==> src/rtl/uba_pkg.sv <==
`default_nettype none
// +------------------------------------------------------------------+
// | Module   : uba_pkg                                               |
// | Purpose  : Shared definitions for the UBA status controller:     |
// |            status-word bit positions, PI-level type and field    |
// |            extractors for backplane write data.                  |
// | Ports    : none (package)                                        |
// | Revision : 1.0  initial release                                  |
// +------------------------------------------------------------------+
package uba_pkg;

  // Bit numbers follow the backplane convention: bit 0 is the MSB.
  localparam int c_BIT_TMO = 18;
  localparam int c_BIT_NXD = 21;
  localparam int c_BIT_HI  = 24;
  localparam int c_BIT_LO  = 25;
  localparam int c_BIT_PWR = 26;
  localparam int c_BIT_DXF = 28;
  localparam int c_BIT_INI = 29;
  localparam int c_BIT_PIH = 30;
  localparam int c_BIT_PIL = 33;

  typedef logic [0:2]  pia_t;
  typedef logic [0:35] word_t;

  function automatic logic getTmo(input word_t d);
    return d[c_BIT_TMO];
  endfunction

  function automatic logic getNxd(input word_t d);
    return d[c_BIT_NXD];
  endfunction

  function automatic logic getDxf(input word_t d);
    return d[c_BIT_DXF];
  endfunction

  function automatic logic getIni(input word_t d);
    return d[c_BIT_INI];
  endfunction

  function automatic pia_t getPih(input word_t d);
    return d[c_BIT_PIH +: 3];
  endfunction

  function automatic pia_t getPil(input word_t d);
    return d[c_BIT_PIL +: 3];
  endfunction

endpackage
`default_nettype wire

==> src/rtl/uba_stat_ctl_if.sv <==
`default_nettype none
// +------------------------------------------------------------------+
// | Module   : uba_stat_ctl_if                                       |
// | Purpose  : Backplane access to the UBA status register.          |
// | Signals  : busDATAI  [0:35] write data (bus -> register)         |
// |            statWRITE        one-cycle write strobe               |
// |            regUBASR  [0:35] register read value                  |
// | Modports : master = bus decode side, slave = status controller   |
// | Revision : 1.0  initial release                                  |
// +------------------------------------------------------------------+
interface uba_stat_ctl_if;
  logic [0:35] busDATAI;
  logic        statWRITE;
  logic [0:35] regUBASR;

  modport master (output busDATAI, output statWRITE, input  regUBASR);
  modport slave  (input  busDATAI, input  statWRITE, output regUBASR);
endinterface
`default_nettype wire

==> src/rtl/uba_oneshot.sv <==
`default_nettype none
// +------------------------------------------------------------------+
// | Module   : uba_oneshot                                           |
// | Purpose  : Retriggerable timed one-shot. A trig loads the down-  |
// |            counter with CYCLES; busy is high while it is non-    |
// |            zero, i.e. for exactly CYCLES cycles after the trig.  |
// | Ports    : clk, rst (sync, active-high), trig in, busy out       |
// | Revision : 1.0  initial release                                  |
// +------------------------------------------------------------------+
module uba_oneshot #(
  parameter int CYCLES = 60
) (
  input  logic clk,
  input  logic rst,
  input  logic trig,
  output logic busy
);

  localparam int c_W = $clog2(CYCLES + 1);
  localparam logic [c_W-1:0] c_LOAD = c_W'(CYCLES);

  logic [c_W-1:0] r_count;

  always_ff @(posedge clk) begin
    if (rst) begin
      r_count <= '0;
    end else if (trig) begin
      r_count <= c_LOAD;
    end else if (r_count != '0) begin
      r_count <= r_count - c_W'(1);
    end
  end

  assign busy = (r_count != '0);

endmodule
`default_nettype wire

==> src/rtl/uba_stat_ctl.sv <==
`default_nettype none
// +------------------------------------------------------------------+
// | Module   : uba_stat_ctl                                          |
// | Purpose  : UBA status register with timed INI one-shot and PI    |
// |            interrupt request generation for NUM_DEV devices.     |
// | Ports    : clk, rst       clock, sync active-high reset          |
// |            bus (slave)    busDATAI / statWRITE / regUBASR        |
// |            setTMO/setNXD  adapter timeout / non-existent device  |
// |            devACLO        per-device power-fail                  |
// |            devINTR        per-device BR7..BR4 requests           |
// |            ubaINIT        bridge device reset while INI runs     |
// |            ubaINTR[1:7]   PI request lines, bit n = level n      |
// | Revision : 1.0  initial release                                  |
// +------------------------------------------------------------------+
module uba_stat_ctl
  import uba_pkg::*;
#(
  parameter int NUM_DEV    = 4,
  parameter int INI_CYCLES = 60,
  parameter int ERR_INTR   = 0
) (
  input  logic                     clk,
  input  logic                     rst,
  uba_stat_ctl_if.slave            bus,
  input  logic                     setTMO,
  input  logic                     setNXD,
  input  logic [NUM_DEV-1:0]       devACLO,
  input  logic [NUM_DEV-1:0][7:4]  devINTR,
  output logic                     ubaINIT,
  output logic [1:7]               ubaINTR
);

  logic        r_tmo;
  logic        r_nxd;
  logic        r_dxf;
  pia_t        r_pih;
  pia_t        r_pil;
  logic [1:7]  r_intr;

  logic        w_hi;
  logic        w_lo;
  logic        w_pwr;
  logic        w_hiReq;
  logic        w_wrIni;
  logic        w_clrTmo;
  logic        w_clrNxd;
  logic        w_iniBusy;
  logic [1:7]  w_intr;
  word_t       w_reg;
  logic        w_unusedBits;

  // Reserved data bits are never decoded.
  assign w_unusedBits = &{bus.busDATAI[0:17], bus.busDATAI[19:20],
                          bus.busDATAI[22:27]};

  // Live request summary over the devices that exist.
  always_comb begin
    w_hi = 1'b0;
    w_lo = 1'b0;
    for (int d = 0; d < NUM_DEV; d++) begin
      w_hi = w_hi | devINTR[d][7] | devINTR[d][6];
      w_lo = w_lo | devINTR[d][5] | devINTR[d][4];
    end
    w_pwr = |devACLO;
  end

  // An INI write is a pure initialise: all other write data is dropped.
  assign w_wrIni  = bus.statWRITE & getIni(bus.busDATAI);
  assign w_clrTmo = bus.statWRITE & (w_wrIni | getTmo(bus.busDATAI));
  assign w_clrNxd = bus.statWRITE & (w_wrIni | getNxd(bus.busDATAI));

  always_ff @(posedge clk) begin
    if (rst) begin
      r_tmo  <= 1'b0;
      r_nxd  <= 1'b0;
      r_dxf  <= 1'b0;
      r_pih  <= '0;
      r_pil  <= '0;
      r_intr <= '0;
    end else begin
      // Set events take priority over a write-1-to-clear in the same cycle.
      if (setTMO || setNXD) r_tmo <= 1'b1;
      else if (w_clrTmo)    r_tmo <= 1'b0;

      if (setNXD)           r_nxd <= 1'b1;
      else if (w_clrNxd)    r_nxd <= 1'b0;

      if (w_wrIni) begin
        r_dxf <= 1'b0;
        r_pih <= '0;
        r_pil <= '0;
      end else if (bus.statWRITE) begin
        r_dxf <= getDxf(bus.busDATAI);
        r_pih <= getPih(bus.busDATAI);
        r_pil <= getPil(bus.busDATAI);
      end

      r_intr <= w_intr;
    end
  end

  // Level 0 means the channel is off; equal levels merge onto one line.
  always_comb begin
    w_intr  = '0;
    w_hiReq = w_hi | ((ERR_INTR != 0) & (r_tmo | r_nxd));
    if (r_pih != 3'd0) w_intr[r_pih] = w_hiReq;
    if (r_pil != 3'd0) w_intr[r_pil] = w_intr[r_pil] | w_lo;
  end

  uba_oneshot #(
    .CYCLES (INI_CYCLES)
  ) u_iniShot (
    .clk  (clk),
    .rst  (rst),
    .trig (w_wrIni),
    .busy (w_iniBusy)
  );

  assign ubaINIT = w_iniBusy;
  // Gate at the output so no request escapes during the first INI cycle.
  assign ubaINTR = w_iniBusy ? 7'd0 : r_intr;

  always_comb begin
    w_reg              = '0;
    w_reg[c_BIT_TMO]   = r_tmo;
    w_reg[c_BIT_NXD]   = r_nxd;
    w_reg[c_BIT_HI]    = w_hi;
    w_reg[c_BIT_LO]    = w_lo;
    w_reg[c_BIT_PWR]   = w_pwr;
    w_reg[c_BIT_DXF]   = r_dxf;
    w_reg[c_BIT_INI]   = w_iniBusy;
    w_reg[c_BIT_PIH +: 3] = r_pih;
    w_reg[c_BIT_PIL +: 3] = r_pil;
  end

  assign bus.regUBASR = w_reg;

endmodule
`default_nettype wire

==> src/flat_wrapper.sv <==
// flat-port wrapper written by rule: the top's interface ports become plain ports
module uba_stat_ctl_flat import uba_pkg::*;
#(
  parameter int NUM_DEV    = 4,
  parameter int INI_CYCLES = 60,
  parameter int ERR_INTR   = 0
)
  (clk, rst, setTMO, setNXD, devACLO, devINTR, ubaINIT, ubaINTR, bus_busDATAI, bus_statWRITE, bus_regUBASR);
  uba_stat_ctl_if bus_i ();
  input  logic clk;
  input  logic rst;
  input  logic setTMO;
  input  logic setNXD;
  input  logic [NUM_DEV-1:0] devACLO;
  input  logic [NUM_DEV-1:0][7:4] devINTR;
  output logic ubaINIT;
  output logic [1:7] ubaINTR;
  input wire logic [$bits(bus_i.busDATAI)-1:0] bus_busDATAI;
  input wire logic [$bits(bus_i.statWRITE)-1:0] bus_statWRITE;
  output wire logic [$bits(bus_i.regUBASR)-1:0] bus_regUBASR;
  assign bus_i.busDATAI = bus_busDATAI;
  assign bus_i.statWRITE = bus_statWRITE;
  assign bus_regUBASR = bus_i.regUBASR;
  uba_stat_ctl #(.NUM_DEV(NUM_DEV), .INI_CYCLES(INI_CYCLES), .ERR_INTR(ERR_INTR)) u_core (.clk(clk), .rst(rst), .bus(bus_i), .setTMO(setTMO), .setNXD(setNXD), .devACLO(devACLO), .devINTR(devINTR), .ubaINIT(ubaINIT), .ubaINTR(ubaINTR));
endmodule
==> config.mk <==
export PLATFORM = sky130hd
export DESIGN_NAME = uba_stat_ctl_flat
export DESIGN_NICKNAME = d
export VERILOG_FILES = /design/src/rtl/uba_pkg.sv /design/src/rtl/uba_stat_ctl_if.sv /design/src/rtl/uba_oneshot.sv /design/src/rtl/uba_stat_ctl.sv /design/src/flat_wrapper.sv
export SDC_FILE = /design/constraint.sdc
export NUM_CORES = 1
export LEC_CHECK = 0
export BUFFER_PORTS_ARGS = -buffer_cell sky130_fd_sc_hd__clkbuf_2
export CELL_PAD_IN_SITES_DETAIL_PLACEMENT = 1
export CELL_PAD_IN_SITES_GLOBAL_PLACEMENT = 1
export CORE_MARGIN = 2
export CORE_UTILIZATION = 26
export CTS_BUF_LIST = sky130_fd_sc_hd__clkbuf_8
export DETAILED_ROUTE_END_ITERATION = 10
export PLACE_DENSITY_LB_ADDON = 0.1
export SLEW_MARGIN = 20
export SYNTH_ARGS = -nofsm -noshare
export SYNTH_HDL_FRONTEND = slang
export SYNTH_SLANG_ARGS = --single-unit
==> constraint.sdc <==
create_clock -name clk -period 1.4 [get_ports clk]
set_input_delay 0.14 -clock clk [delete_from_list [all_inputs] [get_ports clk]]
set_output_delay 0.14 -clock clk [all_outputs]
set_load 0.01 [all_outputs]
=== Word level (Yosys, flattened, before mapping) ===
Index checks and enable logic that the tools add are counted.

* Input bits: 61
* Bits in read-only memories: 0
* Bits in writable memories: 0
* Output and inout bits: 44
* Word-level logic and storage cells: 64
* Memories kept: 0
* Register bits after elaboration: 22
* Bits in latches: 0

* Order comparisons: 4
* Reduce and logical (&&, ||, !) cells: 11
* Multiply operators: 0
* Multiplexer cells: 17
* Add/subtract/negate cells: 1
* Bitwise operators: 23
* Shifts and indexed selects: 0
* Equal/unequal tests: 0
* Div/mod/pow operators: 0

{| class="wikitable"
|+ Operators by type and width
! operator !! count
|-
| $mux 7 || 3
|-
| $or 1x1->1 || 17
|-
| $mux 6 || 2
|-
| $ge 4x4->1 const B || 2
|-
| $lt 4x1->1 const B || 2
|-
| $mux 1 || 8
|-
| $not 3->4 || 2
|-
| $and 7x7->7 || 1
|-
| $bwmux 7 || 1
|-
| $demux 1 s3 || 2
|-
| $reduce_bool 2->1 || 3
|-
| $reduce_bool 3->1 || 2
|-
| $reduce_bool 6->1 || 1
|-
| $sub 6x1->6 const B || 1
|-
| $reduce_or 4->1 || 1
|-
| $and 1x1->1 || 3
|-
| $bmux 1 s3 || 1
|-
| $logic_and 1x1->1 || 2
|-
| $reduce_or 2->1 || 1
|-
| $logic_or 1x1->1 || 1
|}

=== Longest topological paths before layout ===
* Depth after elaboration: 15
* Mapped depth: 7
* Mapped depth without buffers: 7

=== Cells and area by module ===
A second synthesis with hierarchy kept.

* Cell total of the unflattened synthesis: 165
* Area total of the unflattened synthesis: 1428.9 sq um

{| class="wikitable"
|+ Modules (own cells, without submodules)
! module !! area an instance (sq um) !! instances !! cells an instance !! sequential area each (sq um)
|-
| uba_stat_ctl || 1101.1 || 1 || 128 || 320.3
|-
| uba_oneshot || 327.8 || 1 || 37 || 120.1
|}

=== Worst setup path before layout ===
Ideal clock, no wire load.

* Path type: reg2out
* Start: reg u_core.u_iniShot.r_count[0]
* End: out bus_regUBASR[6]
* Buffers on the path: 1
* Arrival time: 1.225 ns
* Setup slack: 0.035 ns
* Cell stages (with the launch flop): 7
* Required time: 1.260 ns
* Cell sequence: dfxtp_1 inv_1 ha_1 nand2b_4 nor4_4 inv_2 buf_4

* Word-level cells in the longest chain between the ends: 1

{| class="wikitable"
|+ RTL lines
! what !! RTL line !! source
|-
| start: declaration || uba_oneshot.sv:22 || <nowiki>logic [c_W-1:0] r_count;</nowiki>
|-
| start signal: assignment || uba_oneshot.sv:28 || <nowiki>r_count <= c_LOAD;</nowiki>
|-
| start signal: assignment || uba_oneshot.sv:30 || <nowiki>r_count <= r_count - c_W'(1);</nowiki>
|-
| $reduce_bool 6->1 || uba_oneshot.sv:34 || <nowiki>assign busy = (r_count != '0);</nowiki>
|-
| end: declaration || flat_wrapper.sv:20 || <nowiki>output wire logic [$bits(bus_i.regUBASR)-1:0] bus_regUBASR;</nowiki>
|}

Every way passes these cells.

=== Worst setup path in the final report ===
* Start: reg u_core.u_iniShot.r_count[0]
* End: out ubaINTR[5] (netlist bit)

* Word-level cells in the longest chain between the ends: 2

{| class="wikitable"
|+ RTL lines
! what !! RTL line !! source
|-
| $reduce_bool 6->1 || uba_oneshot.sv:34 ||
|-
| $mux 7 || uba_stat_ctl.sv:121 || <nowiki>assign ubaINTR = w_iniBusy ? 7'd0 : r_intr;</nowiki>
|-
| end: declaration || flat_wrapper.sv:17 || <nowiki>output logic [1:7] ubaINTR;</nowiki>
|}

Every way passes these cells.

==> results_dict.tcl <==
set metrics [dict create \
    p_leak_nw 0.887 \
    port_buffers 55 \
    required_ns 1.26 \
    vias 1264 \
    die_height_um 79.2 \
    die-area_um2 6270 \
    crit_path_start_kind "flop" \
    yosysWarnings 0 \
    start_util_pct 26.9 \
    skew_ns 0.00175 \
    ys_types 44 \
    io_pins 105 \
    finalWorstPathRequiredPeriod_ns 1.62 \
    grt.total_usage_pct 12.2 \
    finalCritPeriodShare_pct 116 \
    cts.sinks 22 \
    grt_pass1_wl_um 6070 \
    drv_cap 0 \
    status "complete, but fails checks" \
    insertion_delay_ns 0.27 \
    rows 27 \
    area_growth_pct 31.6 \
    synth_xor_area_share_pct 1.79 \
    final-setup-viol-count 11 \
    postSynthCellCount 163 \
    yosys-mux-area-fraction_pct 5.45 \
    drt_iter0_markers 27 \
    power_density_nw_per_um2 1290 \
    final_nets 287 \
    crit_slowest_cell "dfxtp_2" \
    grt-ovfl-total 0 \
    holdCritPathClass "primary input to flop" \
    hold_viol_final 0 \
    holdBufCountCts 0 \
    antenna_found_initial 0 \
    slew_viol_final 0 \
    synth_top_family_by_area "simple AND/OR/NAND/NOR gates" \
    finalWorstSetupSlack_ns -0.224 \
    core-area_um2 5470 \
    cts_max_path_buffers 2 \
    cts_tree "built" \
    dp_hpwl_um 3030 \
    wirelength_um 3750 \
    route.detailed.wl_per_inst_um 12.7 \
    root_buffer "clkbuf_8" \
    ir_drop_uv 510 \
    grt_pass1_vias 1282 \
    crit_path_end_kind "output pin" \
    ant_nets 0 \
    dieWidth_um 79.2 \
    grt_max_degree 14 \
    drc 0 \
    via_per_inst 4.27 \
    crit_path_max_incr_delay_ns 0.33 \
    async_reset_ff_share_pct 0 \
    path_cells "inv_2, ha_4, nand2b_4, nor4_4, buf_6, and2_1, buf_2" \
    max_freq_ghz 0.616 \
    syn-cell-area_um2 1470 \
    num_antenna_cells 0 \
    synth_fa_ha_area_share_pct 0.851 \
    htree_levels 1 \
    dr.pass1.iters 3 \
    arrival_ns 1.48 \
    rsz0062_at_grt "yes" \
    synth-compound-area-share_pct 13.8 \
    ys_ff_latch 22 \
    numCtsBuffers 3 \
    violations "negative setup slack" \
    avgSynthCellArea_um2 9.02 \
    synthFlopType "dfxtp_1" \
    critPathMaxFanout 8 \
    tns_ns -1.97 \
    yosysSeqAreaShare_pct 30.0 \
    synth_edf_count 0 \
    synthSimpleGateAreaFrac_pct 28.6 \
    gp_congestion 0.792 \
    drive_above_1_share_pct 46.9 \
    critPathKind "flop to output pin" \
    cts.clk_slew.worst_paths_ns 0.08 \
    whs_ns 0.0993 \
]
-- cells by family after synthesis --
| family | count (synthesis) |
|---|---|
| compound gates | 25 |
| xor+xnor | 3 |
| fa+ha+maj | 1 |
| buf+inv | 42 |
| flops | 22 |
| mux | 8 |
| other cells | 1 |
| simple gates | 61 |
-- cell type report --
class	count	area, um2
Tap cell	72	90.1
Clock inverter	1	30.0
Clock buffer	3	41.3
Sequential cell	22	444
Inverter	4	17.5
Fill cell	682	3540
Multi-Input combinational cell	121	878
Timing Repair Buffer	73	433
-- final timing paths --
check | start | to | slack [ns] | cells past startpoint
worst max-delay path | u_core.u_iniShot.r_count[0] | ubaINTR[5] | -0.22 | 7
worst min-delay path | setNXD | u_core.r_nxd | 0.1 | 3
worst max register to register | u_core.u_iniShot.r_count[0] | u_core.u_iniShot.r_count[4] | -0.14 | 6
worst min register to register | u_core.r_nxd | u_core.r_nxd | 0.50 | 2
-- cells in the final DEF (no fill, tap or decap), types with 4 or more instances in the layout --
master and n:
clkbuf_2 46, conb_1 23, mux2i_1 8, buf_2 6
nand2_1 9, buf_4 17, dfxtp_1 19, nor4_4 5
buf_6 4, o31ai_2 4, nand2b_1 5, and2_1 6
nor2_1 14
-- critical path, delay by kind of cell (launching register included) --
| kind | cells | cell delay [ns] |
|---|---|---|
| DFF | 1 | 0.33 |
| adders and majority gates | 1 | 0.14 |
| and+or+nand+nor | 3 | 0.38 |
| buffers and inverters | 3 | 0.36 |
-- per-layer routing --
metal	track usage [%]	part of all wire, %	vias up
met1	14.9	44	601
met3	1.93	3.8	4
met4	3.62	0.83	0
met2	21.8	52	30
li1	-	-	629
met5	0	0	-
-- synth_stat cells (all sizes together) (2+ instances only) --
cell type,n,share of area (%)
a21oi,3,1.0
inv,4,1.0
nand4,2,0.85
o21ai,7,2.6
dfxtp,22,30
nor4,6,7.7
nand3b,2,1.0
a211oi,4,2.4
or3,2,1.2
mux2i,8,5.4
nand3,3,1.0
xor2,2,1.2
nand2,10,2.7
a31oi,4,2.7
nand2b,6,3.1
o31ai,4,3.4
nor2b,3,1.3
buf,37,18
or2,2,0.85
nor2,14,3.6
and2,7,3.0
-- stage by stage --
stage | power, mW | utilization [%] | setup slack, ns | area, um2 | std cells
after detailed placement | 1.59 | 31.9 | -0.0512 | 1750 | 287
after CTS | 2.35 | 34.0 | -0.254 | 1860 | 295
after global placement | 1.56 | 31.9 | -0.0372 | 1750 | 287
after floorplan | 1.36 | - | 0.0345 | 1550 | 185
final | 2.49 | 35.3 | -0.224 | 1930 | 296
after global routing | 2.67 | 35.3 | -0.330 | 1930 | 296
-- flip-flops by register name, summed over array words and instances, names as in the netlist --
signal and count:
u_core.r_intr 7, u_core.u_iniShot.r_count 6, u_core.r_pih 3, u_core.r_pil 3, u_core.r_dxf 1, u_core.r_nxd 1
u_core.r_tmo 1
-- where the power goes --
part / total (mW) / internal (mW) / switching, mW / leakage (nW)
clock network: 0.604 / 0.382 / 0.221 / 0.0357
registers: 0.798 / 0.710 / 0.0881 / 0.182
logic: 1.09 / 0.590 / 0.496 / 0.669
-- what timing repair did --
action,in CTS,in global routing
gates resized for setup,5,24
hold endpoints to repair,0,0
setup endpoints to repair,13,17
pin swaps,4,6
buffers inserted,4,2
No activity file was read; power rests on OpenSTA's default activity.
